`src/rtl/rob_commit_ctrl_pkg.sv`:
```
// Shared constants and types for the reorder-buffer commit controller.
// Tag 0 is reserved as "no dependency"; a live entry's tag is its index plus one.
package rob_commit_ctrl_pkg;

    localparam int ROB_DEPTH_DEF = 16;
    localparam int TAG_W         = 5;
    localparam int REG_W         = 5;
    localparam int XLEN          = 32;

    localparam logic [TAG_W-1:0] TAG_NONE = '0;

    typedef enum logic [0:0] {
        RUN   = 1'b0,
        FLUSH = 1'b1
    } rob_state_e;

endpackage

```
`src/rtl/rob_commit_ctrl_if.sv`:
```
// Dispatch, writeback, commit and flush signals between the pipeline and the ROB.
// master = pipeline side, slave = the ROB itself.
interface rob_commit_ctrl_if;
    import rob_commit_ctrl_pkg::*;

    logic             alloc_valid;
    logic [REG_W-1:0] alloc_dest;
    logic             alloc_is_br;
    logic             alloc_ready;
    logic [TAG_W-1:0] alloc_tag;

    logic             wb_valid;
    logic [TAG_W-1:0] wb_tag;
    logic [XLEN-1:0]  wb_data;
    logic             wb_mispredict;
    logic [XLEN-1:0]  wb_target;

    logic             commit_valid;
    logic [REG_W-1:0] commit_dest;
    logic [TAG_W-1:0] commit_tag;
    logic [XLEN-1:0]  commit_data;

    logic             flush;
    logic [XLEN-1:0]  flush_pc;

    modport master (
        output alloc_valid, alloc_dest, alloc_is_br,
        output wb_valid, wb_tag, wb_data, wb_mispredict, wb_target,
        input  alloc_ready, alloc_tag,
        input  commit_valid, commit_dest, commit_tag, commit_data,
        input  flush, flush_pc
    );

    modport slave (
        input  alloc_valid, alloc_dest, alloc_is_br,
        input  wb_valid, wb_tag, wb_data, wb_mispredict, wb_target,
        output alloc_ready, alloc_tag,
        output commit_valid, commit_dest, commit_tag, commit_data,
        output flush, flush_pc
    );

endinterface

```
`src/rtl/rob_commit_ctrl.sv`:
```
// In-order retirement of out-of-order results; a mispredicted branch commits
// normally, then a one-cycle flush pulse empties the buffer and redirects the PC.
module rob_commit_ctrl
    import rob_commit_ctrl_pkg::*;
#(
    parameter int ROB_DEPTH = ROB_DEPTH_DEF
) (
    input  logic               clk,
    input  logic               rst,
    input  logic               rdy,
    rob_commit_ctrl_if.slave   bus
);

    localparam int PTR_W = (ROB_DEPTH > 1) ? $clog2(ROB_DEPTH) : 1;
    localparam int CNT_W = $clog2(ROB_DEPTH + 1);

    rob_state_e             state_reg;
    logic [PTR_W-1:0]       head_reg;
    logic [PTR_W-1:0]       tail_reg;
    logic [CNT_W-1:0]       count_reg;
    logic [ROB_DEPTH-1:0]   busy_reg;
    logic [ROB_DEPTH-1:0]   ready_reg;
    logic [XLEN-1:0]        saved_pc_reg;

    logic                   commit_valid_reg;
    logic [REG_W-1:0]       commit_dest_reg;
    logic [TAG_W-1:0]       commit_tag_reg;
    logic [XLEN-1:0]        commit_data_reg;
    logic                   flush_reg;
    logic [XLEN-1:0]        flush_pc_reg;

    logic [REG_W-1:0]       dest_mem   [ROB_DEPTH];
    logic                   is_br_mem  [ROB_DEPTH];
    logic                   misp_mem   [ROB_DEPTH];
    logic [XLEN-1:0]        data_mem   [ROB_DEPTH];
    logic [XLEN-1:0]        target_mem [ROB_DEPTH];

    logic                   alloc_ok;
    logic                   do_alloc;
    logic                   wb_in_range;
    logic [PTR_W-1:0]       wb_idx;
    logic                   wb_hit;
    logic                   do_retire;

    function automatic logic [PTR_W-1:0] ptr_inc(input logic [PTR_W-1:0] p);
        return (p == PTR_W'(ROB_DEPTH - 1)) ? '0 : p + 1'b1;
    endfunction

    // Space is judged from registered count only, so a same-cycle retire never frees a slot early.
    assign alloc_ok    = (state_reg == RUN) && (count_reg < CNT_W'(ROB_DEPTH));
    assign do_alloc    = rdy && bus.alloc_valid && alloc_ok;
    assign wb_in_range = (bus.wb_tag != TAG_NONE) && (bus.wb_tag <= TAG_W'(ROB_DEPTH));
    assign wb_idx      = PTR_W'(bus.wb_tag - TAG_W'(1));
    assign wb_hit      = rdy && (state_reg == RUN) && bus.wb_valid && wb_in_range && busy_reg[wb_idx];
    // Registered ready bit: a writeback landing this edge retires no earlier than the next.
    assign do_retire   = rdy && (state_reg == RUN) && (count_reg != '0) && ready_reg[head_reg];

    assign bus.alloc_ready  = alloc_ok;
    assign bus.alloc_tag    = TAG_W'(tail_reg) + TAG_W'(1);
    assign bus.commit_valid = commit_valid_reg;
    assign bus.commit_dest  = commit_dest_reg;
    assign bus.commit_tag   = commit_tag_reg;
    assign bus.commit_data  = commit_data_reg;
    assign bus.flush        = flush_reg;
    assign bus.flush_pc     = flush_pc_reg;

    always_ff @(posedge clk or posedge rst) begin
        if (rst) begin
            state_reg        <= RUN;
            head_reg         <= '0;
            tail_reg         <= '0;
            count_reg        <= '0;
            busy_reg         <= '0;
            ready_reg        <= '0;
            saved_pc_reg     <= '0;
            commit_valid_reg <= 1'b0;
            commit_dest_reg  <= '0;
            commit_tag_reg   <= '0;
            commit_data_reg  <= '0;
            flush_reg        <= 1'b0;
            flush_pc_reg     <= '0;
        end else if (rdy) begin
            commit_valid_reg <= 1'b0;
            flush_reg        <= 1'b0;
            case (state_reg)
                RUN: begin
                    if (do_alloc) begin
                        busy_reg[tail_reg]  <= 1'b1;
                        ready_reg[tail_reg] <= 1'b0;
                        tail_reg            <= ptr_inc(tail_reg);
                    end
                    if (wb_hit) begin
                        ready_reg[wb_idx] <= 1'b1;
                    end
                    if (do_retire) begin
                        busy_reg[head_reg]  <= 1'b0;
                        ready_reg[head_reg] <= 1'b0;
                        head_reg            <= ptr_inc(head_reg);
                        commit_valid_reg    <= 1'b1;
                        commit_dest_reg     <= dest_mem[head_reg];
                        commit_tag_reg      <= TAG_W'(head_reg) + TAG_W'(1);
                        commit_data_reg     <= data_mem[head_reg];
                        // Only branches can redirect; the link write above still lands.
                        if (misp_mem[head_reg] && is_br_mem[head_reg]) begin
                            saved_pc_reg <= target_mem[head_reg];
                            state_reg    <= FLUSH;
                        end
                    end
                    count_reg <= count_reg + CNT_W'(do_alloc) - CNT_W'(do_retire);
                end
                FLUSH: begin
                    flush_reg    <= 1'b1;
                    flush_pc_reg <= saved_pc_reg;
                    busy_reg     <= '0;
                    ready_reg    <= '0;
                    head_reg     <= '0;
                    tail_reg     <= '0;
                    count_reg    <= '0;
                    state_reg    <= RUN;
                end
                default: state_reg <= RUN;
            endcase
        end
    end

    // Payload needs no reset: it is only read behind the busy/ready bits.
    always_ff @(posedge clk) begin
        if (do_alloc) begin
            dest_mem[tail_reg]  <= bus.alloc_dest;
            is_br_mem[tail_reg] <= bus.alloc_is_br;
            misp_mem[tail_reg]  <= 1'b0;
        end
        if (wb_hit) begin
            data_mem[wb_idx]   <= bus.wb_data;
            misp_mem[wb_idx]   <= bus.wb_mispredict;
            target_mem[wb_idx] <= bus.wb_target;
        end
    end

endmodule

```
`src/flat_wrapper.sv`:
```
// flat-port wrapper written by rule: the top's interface ports become plain ports
module rob_commit_ctrl_flat import rob_commit_ctrl_pkg::*;
#(
    parameter int ROB_DEPTH = ROB_DEPTH_DEF
)
  (clk, rst, rdy, bus_alloc_valid, bus_alloc_dest, bus_alloc_is_br, bus_wb_valid, bus_wb_tag, bus_wb_data, bus_wb_mispredict, bus_wb_target, bus_alloc_ready, bus_alloc_tag, bus_commit_valid, bus_commit_dest, bus_commit_tag, bus_commit_data, bus_flush, bus_flush_pc);
  rob_commit_ctrl_if bus_i ();
  input  logic clk;
  input  logic rst;
  input  logic rdy;
  input wire logic [$bits(bus_i.alloc_valid)-1:0] bus_alloc_valid;
  input wire logic [$bits(bus_i.alloc_dest)-1:0] bus_alloc_dest;
  input wire logic [$bits(bus_i.alloc_is_br)-1:0] bus_alloc_is_br;
  input wire logic [$bits(bus_i.wb_valid)-1:0] bus_wb_valid;
  input wire logic [$bits(bus_i.wb_tag)-1:0] bus_wb_tag;
  input wire logic [$bits(bus_i.wb_data)-1:0] bus_wb_data;
  input wire logic [$bits(bus_i.wb_mispredict)-1:0] bus_wb_mispredict;
  input wire logic [$bits(bus_i.wb_target)-1:0] bus_wb_target;
  output wire logic [$bits(bus_i.alloc_ready)-1:0] bus_alloc_ready;
  output wire logic [$bits(bus_i.alloc_tag)-1:0] bus_alloc_tag;
  output wire logic [$bits(bus_i.commit_valid)-1:0] bus_commit_valid;
  output wire logic [$bits(bus_i.commit_dest)-1:0] bus_commit_dest;
  output wire logic [$bits(bus_i.commit_tag)-1:0] bus_commit_tag;
  output wire logic [$bits(bus_i.commit_data)-1:0] bus_commit_data;
  output wire logic [$bits(bus_i.flush)-1:0] bus_flush;
  output wire logic [$bits(bus_i.flush_pc)-1:0] bus_flush_pc;
  assign bus_i.alloc_valid = bus_alloc_valid;
  assign bus_i.alloc_dest = bus_alloc_dest;
  assign bus_i.alloc_is_br = bus_alloc_is_br;
  assign bus_i.wb_valid = bus_wb_valid;
  assign bus_i.wb_tag = bus_wb_tag;
  assign bus_i.wb_data = bus_wb_data;
  assign bus_i.wb_mispredict = bus_wb_mispredict;
  assign bus_i.wb_target = bus_wb_target;
  assign bus_alloc_ready = bus_i.alloc_ready;
  assign bus_alloc_tag = bus_i.alloc_tag;
  assign bus_commit_valid = bus_i.commit_valid;
  assign bus_commit_dest = bus_i.commit_dest;
  assign bus_commit_tag = bus_i.commit_tag;
  assign bus_commit_data = bus_i.commit_data;
  assign bus_flush = bus_i.flush;
  assign bus_flush_pc = bus_i.flush_pc;
  rob_commit_ctrl #(.ROB_DEPTH(ROB_DEPTH)) u_core (.clk(clk), .rst(rst), .rdy(rdy), .bus(bus_i));
endmodule
```
`config.mk`:
```
export PLATFORM = sky130hd
export DESIGN_NAME = rob_commit_ctrl_flat
export DESIGN_NICKNAME = d
export VERILOG_FILES = /design/src/rtl/rob_commit_ctrl_pkg.sv /design/src/rtl/rob_commit_ctrl_if.sv /design/src/rtl/rob_commit_ctrl.sv /design/src/flat_wrapper.sv
export SDC_FILE = /design/constraint.sdc
export NUM_CORES = 1
export LEC_CHECK = 0
export ABC_AREA = 0
export BUFFER_PORTS_ARGS = -buffer_cell sky130_fd_sc_hd__buf_2
export CAP_MARGIN = 20
export CORE_MARGIN = 5
export CORE_UTILIZATION = 45
export CTS_CLUSTER_DIAMETER = 80
export DETAILED_ROUTE_END_ITERATION = 6
export PLACE_DENSITY = 0.7
export SYNTH_ARGS = -nofsm -noshare
export SYNTH_HDL_FRONTEND = slang
export SYNTH_SLANG_ARGS = --single-unit
```
`constraint.sdc`:
```
create_clock -name clk -period 5.1 [get_ports clk]
set_input_delay 0.51 -clock clk [delete_from_list [all_inputs] [get_ports clk]]
set_output_delay 0.51 -clock clk [all_outputs]
set_load 0.005 [all_outputs]
```
-- Word-level counts from Yosys, hierarchy flattened
Memory sizes are Yosys's and may differ from the RTL's. A register that Yosys moved wholly into a read port is not among the register bits.
Cells that the tools add are included.
- register bits: 85
- RAM bits: 1136
- bits of input ports: 81
- output and inout port bits: 82
- logic and storage cells: 103
- memories kept: 5
- memories (name ; words ; bits a word ; rd ports ; clocked after memory_dff ; write ports ; line ; source):
    u_core.data_mem ; 16 ; 32 ; 1 ; 1 ; 1 ; rob_commit_ctrl.sv:35 ; logic [XLEN-1:0] data_mem [ROB_DEPTH];
    u_core.target_mem ; 16 ; 32 ; 1 ; 1 ; 1 ; rob_commit_ctrl.sv:36 ; logic [XLEN-1:0] target_mem [ROB_DEPTH];
    u_core.dest_mem ; 16 ; 5 ; 1 ; 1 ; 1 ; rob_commit_ctrl.sv:32 ; logic [REG_W-1:0] dest_mem [ROB_DEPTH];
    u_core.is_br_mem ; 16 ; 1 ; 1 ; 0 ; 1 ; rob_commit_ctrl.sv:33 ; logic is_br_mem [ROB_DEPTH];
    u_core.misp_mem ; 16 ; 1 ; 1 ; 0 ; 2 ; rob_commit_ctrl.sv:34 ; logic misp_mem [ROB_DEPTH];
- add/sub/neg operators: 7
- magnitude comparators: 8
- equal/unequal tests: 4
- multiplexer cells: 40
- bitwise logic cells: 8
- reductions and logical operators: 21
- operators by type and width (kind ; count):
    $mux 16 ; 11
    $pmux 16 s2 ; 2
    $and 16x16->16 ; 3
    $not 16->16 ; 2
    $or 16x16->16 ; 2
    $mux 4 ; 4
    $pmux 4 s2 ; 2
    $lt 4x5->1 const B ; 3
    $logic_and 1x1->1 ; 14
    $mux 1 ; 14
    $demux 1 s4 ; 3
    $ge 4x1->1 const B ; 3
    $add 4x1->5 const B ; 2
    $pmux 5 s2 ; 1
    $reduce_bool 5->1 ; 2
    $add 4x1->4 const B ; 2
    $bmux 1 s4 ; 2
    $eq 4x4->1 const B ; 2
    $reduce_and 2->1 ; 3
    $add 5x1->5 ; 1
    $le 5x5->1 const B ; 1
    $lt 5x5->1 const B ; 1
    $sub 5x1->5 ; 1
    $ne 2x1->1 const B ; 2
    5 further kinds ; 5

-- Longest topological paths before layout
Gate-level depths: netlist of the first run.
- depth after elaboration: 16
- mapped depth: 20
- mapped depth without buffers: 18

-- Worst setup path after synthesis of the first run
No wires, ideal clock.
- kind: input -> register
- start point: input bus_wb_tag[0]
- end point: memory u_core.misp_mem[10], enable pin
- setup time: 0.297 ns
- arrival: 4.053 ns
- data required time: 4.803 ns
- path slack: 0.750 ns
- cell stages on the path: 10
- buffers on the path: 2
- cells stage by stage: clkbuf_1 -> inv_1 -> ha_1 -> buf_1 -> or2_2 -> o21ai_0 -> a22oi_1 -> and3b_1 -> and2_1 -> or2_2
- RTL lines (item ; line ; source):
    start: declaration ; flat_wrapper.sv:15 ; input wire logic [$bits(bus_i.wb_tag)-1:0] bus_wb_tag;
    end: declaration ; rob_commit_ctrl.sv:34 ;

-- Final worst setup path of the first run
- start point: register u_core.head_reg[0]
- end point: register u_core.saved_pc_reg[14], read port of u_core.target_mem
- longest elaborated chain between the ends: 4
- elaborated cells on any way between the ends: 7
- those cells by class: mux (2); reduce/logical (3); memory (2)
- ends and longest elaborated chain (item ; line ; source):
    start: declaration ; rob_commit_ctrl.sv:18 ; logic [PTR_W-1:0] head_reg;
    start signal: assignment ; rob_commit_ctrl.sv:98 ; head_reg <= ptr_inc(head_reg);
    $bmux 1 s4 ; rob_commit_ctrl.sv:56 ; assign do_retire = rdy && (state_reg == RUN) && (count_reg != '0) && ready_reg[head_reg];
    $mux 1 (implied by the code) ; rob_commit_ctrl.sv:56 ;
    $logic_and 1x1->1 ; rob_commit_ctrl.sv:56 ;
    $reduce_and 4->1 (no line) ; - ;
    end: declaration ; rob_commit_ctrl.sv:23 ; logic [XLEN-1:0] saved_pc_reg;
Several ways; a longest one is shown, not always the timed one. The select of a mux whose other input is x is not followed.
A chain may end at the register's enable or synchronous reset.

==> impl_metrics.env, run 1 <==
export IMPL_status="finished, final reports clean"
export IMPL_cp_start_kind="register"
export IMPL_overflow=0
export IMPL_combPwrFrac=0.155
export IMPL_cts_sinks=1290
export IMPL_dp_cells=3796
export IMPL_slew_headroom=0.258
export IMPL_syn_inst=2205
export IMPL_drc=0
export IMPL_r2r_cells=8
export IMPL_insertion_delay_ns=0.75
export IMPL_hold_slack_ns=0.131
export IMPL_cp_required_ns=5.70
export IMPL_cpPeakStageDelay_ns=0.66
export IMPL_crit_type="reg2reg"
export IMPL_grt_pass1_wl_um=171000
export IMPL_tightest_slew_ns=1.11
export IMPL_worst_path_max_fanout=120
export IMPL_place_hpwl_um=61200
export IMPL_synthToLayoutAreaGrowth_pct=14.5
export IMPL_dieArea_sq_um=118000
export IMPL_power_switching_mw=6.32
export IMPL_cts_setup_buffers=0
export IMPL_seq_area_frac_synth=0.757
export IMPL_setup_violations=0
export IMPL_end_kind="register"
export IMPL_viasPerCell=5.90
export IMPL_drv_cap=0
export IMPL_antenna_found_initial=18
export IMPL_p_per_area_nw_per_um2=459
export IMPL_fin_skew_ns=0.0398
export IMPL_grt_pass1_vias=25200
export IMPL_yosysWarnings=0
export IMPL_sw_frac_of_total=0.239
export IMPL_fin_ws_ns=1.22
export IMPL_routed_via_count=23900
export IMPL_p_clk_frac=0.386
export IMPL_rrSetupSlack_ns=1.22
export IMPL_grt_max_degree=161
export IMPL_cts_resized=0
export IMPL_finalNonFillerCells=4046
export IMPL_place_area_sq_um=52800
export IMPL_yosys_cell_types_count=56
export IMPL_portBuffers=162
export IMPL_drt_iter0_drc=2612
export IMPL_ctsHoldBuffers=1
export IMPL_wl_per_cell_um=28.5
export IMPL_setup_tns_final_ns=0
export IMPL_cp_arrival_ns=4.48
export IMPL_final_util=0.519
export IMPL_crit_chain="buf_12, mux4_1, nand2_1, a221oi_2, a21oi_1, or2_2, buf_4, mux2_2"
export IMPL_drtPass1Iterations=6
export IMPL_total_power_mw=26.4
export IMPL_io_pins=163
export IMPL_postRouteWirelength_um=115000
export IMPL_place_ws_ns=1.39
export IMPL_cts_buffers=133
export IMPL_p_leak_nw=19.5
export IMPL_synth_edf_count=1136
export IMPL_start_util=0.453
export IMPL_synthArstFlopShare=0.119
export IMPL_ant_nets=0
export IMPL_syn_avg_cell_area_sq_um=22.7
export IMPL_drive_gt1_frac=0.336
export IMPL_fmax_mhz=258
export IMPL_ys_dominant_reg_cell="edfxtp_1"
export IMPL_min_period_ns=3.88
export IMPL_report_final_slew_viol_count=0
export IMPL_reg2reg_to="u_core.saved_pc_reg[14]$_DFFE_PP0P_"
export IMPL_ys_seq_elements=1290
export IMPL_cp_slowest_cell="mux4_1"
export IMPL_root_buffer="clkbuf_16"
export IMPL_hold_depth=1
export IMPL_grt_util_all_layers=0.197
export IMPL_syn_nets=2306
export IMPL_top_regs="u_core.data_mem x512, u_core.target_mem x512, u_core.dest_mem x80"
export IMPL_die_w_um=344
export IMPL_finalHoldViolCount=0
export IMPL_ir_worst_vdd_uv=365
export IMPL_crit_reg2reg_launch="u_core.head_reg[0]$_DFFE_PP0P_"
export IMPL_crit_path_start="u_core.head_reg[0]$_DFFE_PP0P_"
export IMPL_rows=122
export IMPL_rsz0062_at_grt="false"
export IMPL_holdCritPathClass="in2reg"
export IMPL_nFillCells=8391
export IMPL_syn_area_sq_um=50200
export IMPL_gp_congestion=0.931
export IMPL_endpoint="u_core.saved_pc_reg[14]$_DFFE_PP0P_"
export IMPL_clk_pin_slew_ns=0.06
export IMPL_die_height_um=344
export IMPL_finalCritPeriodShare=0.761
export IMPL_cts_path_max_buffers=3
export IMPL_cts_htree_levels=4
export IMPL_cts_tree="built"
export IMPL_postLayoutCellArea_sq_um=57400
export IMPL_p_seq_frac=0.459
export IMPL_coreArea_sq_um=111000
export IMPL_internal_power_mw=20.1
export IMPL_nets=2545
==> layout by cell type (no fill, tap or decap), types with 34 or more instances in the layout <==
cell type,n
mux2_2,102
buf_2,162
mux4_1,53
clkbuf_16,136
nand2_1,63
nor2_1,34
dfrtp_1,151
edfxtp_1,1136
mux4_2,310
o21ai_0,37
==> worst min path at each step <==
stage | slack, ns | from | endpoint
floorplan | 0.45 | u_core.ready_reg[3]$_DFFE_PP0P_ | u_core.ready_reg[3]$_DFFE_PP0P_
global placement | 0.47 | u_core.bus.commit_tag[3]$_DFFE_PP0P_ | u_core.bus.commit_tag[3]$_DFFE_PP0P_
detailed placement | 0.48 | u_core.bus.commit_tag[3]$_DFFE_PP0P_ | u_core.bus.commit_tag[3]$_DFFE_PP0P_
CTS | 0.08 | bus_wb_data[8] | u_core.data_mem[7][8]$_DFFE_PP_
global route | 0.11 | bus_alloc_dest[0] | u_core.dest_mem[0][0]$_DFFE_PP_
finish | 0.13 | bus_alloc_dest[0] | u_core.dest_mem[1][0]$_DFFE_PP_
==> synthesized netlist by cell type, types with 4 or more instances <==
library cell	number	area [sq um]
edfxtp_1	1136	34100
mux4_2	310	6980
dfrtp_1	154	3850
mux2_2	102	1150
nand2_1	64	240
mux4_1	53	1390
inv_1	47	176
o21ai_0	37	185
clkbuf_1	35	131
nor2_1	34	128
buf_6	22	248
ha_1	19	238
buf_4	18	135
buf_2	16	80.1
buf_1	14	52.6
nand3_1	14	70.1
a21oi_1	11	55.1
and3_1	10	62.6
o2bb2ai_1	10	87.6
o31ai_1	9	67.6
and2_1	8	50.1
o21a_1	8	60.1
nand2b_1	6	37.5
nor2b_1	5	31.3
nor3_1	5	25.0
or2_2	5	31.3
xnor2_1	5	43.8
a22o_1	4	35.0
nand4_1	4	25.0
==> area by class of cell <==
type                       instances  area, sq um  area share
sequential                      1290        38000       0.661
multi-input combinational        758        11300       0.197
clock buffer                     180         3680      0.0640
tap                             1488         1860      0.0324
timing repair buffer             214         1440      0.0251
clock inverter                    65          951      0.0166
inverter                          47          204     0.00355
antenna                            4         10.0    0.000174
==> worst max-delay path, delay by kind of cell (launching register included) <==
| kind | cells | cell delay, ns |
|---|---|---|
| flip-flops | 1 | 0.53 |
| AND/OR/NAND/NOR | 2 | 0.33 |
| buffers and inverters | 2 | 1.00 |
| multiplexers | 2 | 1.06 |
| AO/OA/AOI/OAI | 2 | 0.50 |
==> routing by layer <==
metal / vias to the layer above / track usage / wire (um)
li1: 9721 / - / -
met1: 12900 / 0.274 / 46800
met2: 1043 / 0.326 / 57800
met3: 202 / 0.0398 / 8370
met4: 14 / 0.0492 / 2270
met5: - / 0 / 99
==> cell families after synthesis <==
group | share of synthesized area
DFF | 0.757
xor gates and xnor gates | 0.00105
AOI/OAI and AO/OA | 0.0133
adders and majority gates | 0.00514
buffers and inverters | 0.0177
and+or+nand+nor | 0.0152
muxes | 0.190
==> power by group through the flow <==
stage          clock, mW  sequential (mW)  combinational (mW)
2_1_floorplan          0             12.2                3.23
4_1_cts             10.3             12.1                4.18
3_3_place_gp           0             12.3                4.08
5_1_grt             10.8             12.1                4.42
6_report            10.2             12.1                4.10
3_5_place_dp           0             12.3                4.15
(Power assumes the default switching activity.)
==> inputs of run 2 (changes only) <==
Settings changed: PLACE_DENSITY 0.7 to 0.72.
Clock period 5.1 ns to 3.4 ns, I/O delays scaled along.
==> run 2 against run 1 <==
Total power is 46% higher. Cell area rose by 1.9%. First-iteration DRC count is 1.4% higher. Global-route usage hardly changed. Worst hold slack lost 0.038 ns. Cell count grew 2.8%. Utilization rose by 1.0 points. Combinational power increased by 56%. Register-to-register slack got worse by 1.2 ns. Critical path type unchanged. Critical endpoint is now u_core.count_reg[4]$_DFFE_PP0P_. Largest cell class unchanged. Largest power group unchanged.
==> impl_metrics.env, run 2 (same netlist as run 1, synthesis figures left out) <==
export IMPL_start_util=0.453
export IMPL_cp_common_cell="inv_2"
export IMPL_cts_sinks=1290
export IMPL_antenna_found_initial=13
export IMPL_final_util=0.529
export IMPL_hold_slack_ns=0.0929
export IMPL_crit_type="reg2reg"
export IMPL_io_pins=163
export IMPL_fin_ws_ns=0.0683
export IMPL_die_w_um=344
export IMPL_status="finished, final reports clean"
export IMPL_p_leak_nw=19.8
export IMPL_r2r_cells=18
export IMPL_drtPass1Iterations=6
export IMPL_synthToLayoutAreaGrowth_pct=16.8
export IMPL_postRouteWirelength_um=116000
export IMPL_fin_skew_ns=0.0375
export IMPL_wl_per_cell_um=27.9
export IMPL_insertion_delay_ns=0.76
export IMPL_grt_util_all_layers=0.198
export IMPL_grt_pass1_wl_um=170000
export IMPL_cts_buffers=131
export IMPL_report_final_slew_viol_count=0
export IMPL_drv_cap=0
export IMPL_cts_tree="built"
export IMPL_grt_pass1_vias=25200
export IMPL_drive_gt1_frac=0.337
export IMPL_min_period_ns=3.33
export IMPL_rsz0062_at_grt="true"
export IMPL_cp_slowest_cell="or4b_4"
export IMPL_viasPerCell=5.80
export IMPL_portBuffers=162
export IMPL_slew_headroom=0.365
export IMPL_fmax_mhz=300
export IMPL_root_buffer="clkbuf_16"
export IMPL_ir_worst_vdd_uv=616
export IMPL_overflow=0
export IMPL_multi_input_comb_area_sq_um=11400
export IMPL_rows=122
export IMPL_die_height_um=344
export IMPL_finalHoldViolCount=0
export IMPL_place_ws_ns=0.0406
export IMPL_clk_pin_slew_ns=0.06
export IMPL_dp_cells=3838
export IMPL_drc=0
export IMPL_dieArea_sq_um=118000
export IMPL_grt_max_degree=126
export IMPL_register_area_sq_um=38000
export IMPL_top_regs="u_core.data_mem x512, u_core.target_mem x512, u_core.dest_mem x80"
export IMPL_rrSetupSlack_ns=0.07
export IMPL_cts_path_max_buffers=3
export IMPL_final_common_cell="edfxtp_1"
export IMPL_cpPeakStageDelay_ns=0.49
export IMPL_cp_arrival_ns=3.92
export IMPL_end_kind="register"
export IMPL_tightest_slew_ns=0.952
export IMPL_cts_htree_levels=4
export IMPL_nFillCells=8286
export IMPL_setup_violations=0
export IMPL_holdCritPathClass="in2async"
export IMPL_cp_start_kind="register"
export IMPL_cp_required_ns=3.99
export IMPL_most_common_layout_cells="edfxtp_1 (1,136), mux4_2 (312), buf_2 (162)"
export IMPL_ant_nets=0
export IMPL_p_per_area_nw_per_um2=658
export IMPL_nets=2662
export IMPL_crit_chain="inv_2, ha_2, or4b_4, nand2b_4, a21oi_2, o21ai_4, inv_2, ha_4, inv_4, ha_4, inv_2, fa_2, nor2b_2, nor2_1, o21bai_1, xnor2_1, mux2i_1, o22ai_1"
export IMPL_coreArea_sq_um=111000
export IMPL_gp_congestion=0.854
export IMPL_finalCritPeriodShare=0.980
export IMPL_place_hpwl_um=65200
export IMPL_routed_via_count=24100
export IMPL_drt_iter0_drc=2648
export IMPL_finalNonFillerCells=4161
export IMPL_worst_path_max_fanout=3
## run 2: stage by stage
| step | instance area [sq um] | setup TNS, ns | power [mW] |
|---|---|---|---|
| 4_1_cts | 58500 | 0 | 38.8 |
| 3_3_place_gp | 53500 | 0 | 24.5 |
| 6_report | 58600 | 0 | 38.5 |
| 3_5_place_dp | 53500 | 0 | 24.7 |
| 2_1_floorplan | 50200 | -0.158 | 23.1 |
| 5_1_grt | 58600 | -0.0811 | 40.0 |
## run 2: per-layer routing
metal | vias to the layer above | GRT usage | share of wire
met2 | 1106 | 0.338 | 0.51
met3 | 217 | 0.0391 | 0.073
met4 | 10 | 0.0548 | 0.026
met1 | 12800 | 0.262 | 0.39
met5 | - | 0 | 0.00056
li1 | 9960 | - | -
## run 2: layout make-up
| class | instances | share of cell area |
|---|---|---|
| antenna | 6 | 0.000256 |
| inverter | 47 | 0.00397 |
| multi-input combinational | 758 | 0.194 |
| sequential | 1290 | 0.649 |
| clock buffer | 178 | 0.0609 |
| clock inverter | 61 | 0.0119 |
| tap | 1488 | 0.0318 |
| timing repair buffer | 333 | 0.0486 |
## run 2: worst paths after layout
| path | from | endpoint |
|---|---|---|
| min in group clk | rdy | u_core.busy_reg[7]$_DFFE_PP0P_ |
| hold / removal | rst | u_core.bus.flush_pc[28]$_DFFE_PP0P_ |
| setup reg to reg | u_core.count_reg[2]$_DFFE_PP0P_ | u_core.count_reg[4]$_DFFE_PP0P_ |
| hold reg to reg | u_core.bus.commit_tag[2]$_DFFE_PP0P_ | u_core.bus.commit_tag[2]$_DFFE_PP0P_ |
| setup / recovery | u_core.count_reg[2]$_DFFE_PP0P_ | u_core.count_reg[4]$_DFFE_PP0P_ |
| max in group asynchronous | rst | u_core.bus.commit_data[6]$_DFFE_PP0P_ |
## run 2: critical path, delay by kind of cell (launching register included)
kind	cells	cell delay, ns
compound gates	4	0.49
xor+xnor	1	0.16
fa+ha+maj	4	0.88
buf+inv	4	0.25
flops	1	0.41
mux	1	0.21
simple gates	4	0.79
## run 2: what timing repair did
action,CTS,global route
setup buffers,0,5
endpoints found under the hold margin,1156,0
hold buffers,72,0
gates resized for setup,0,5
setup endpoints to repair,0,17
## run 2: report_power, final
part	switching (mW)	internal, mW
combinational	2.91	3.47
sequential	0.381	17.7
clock	6.09	7.95
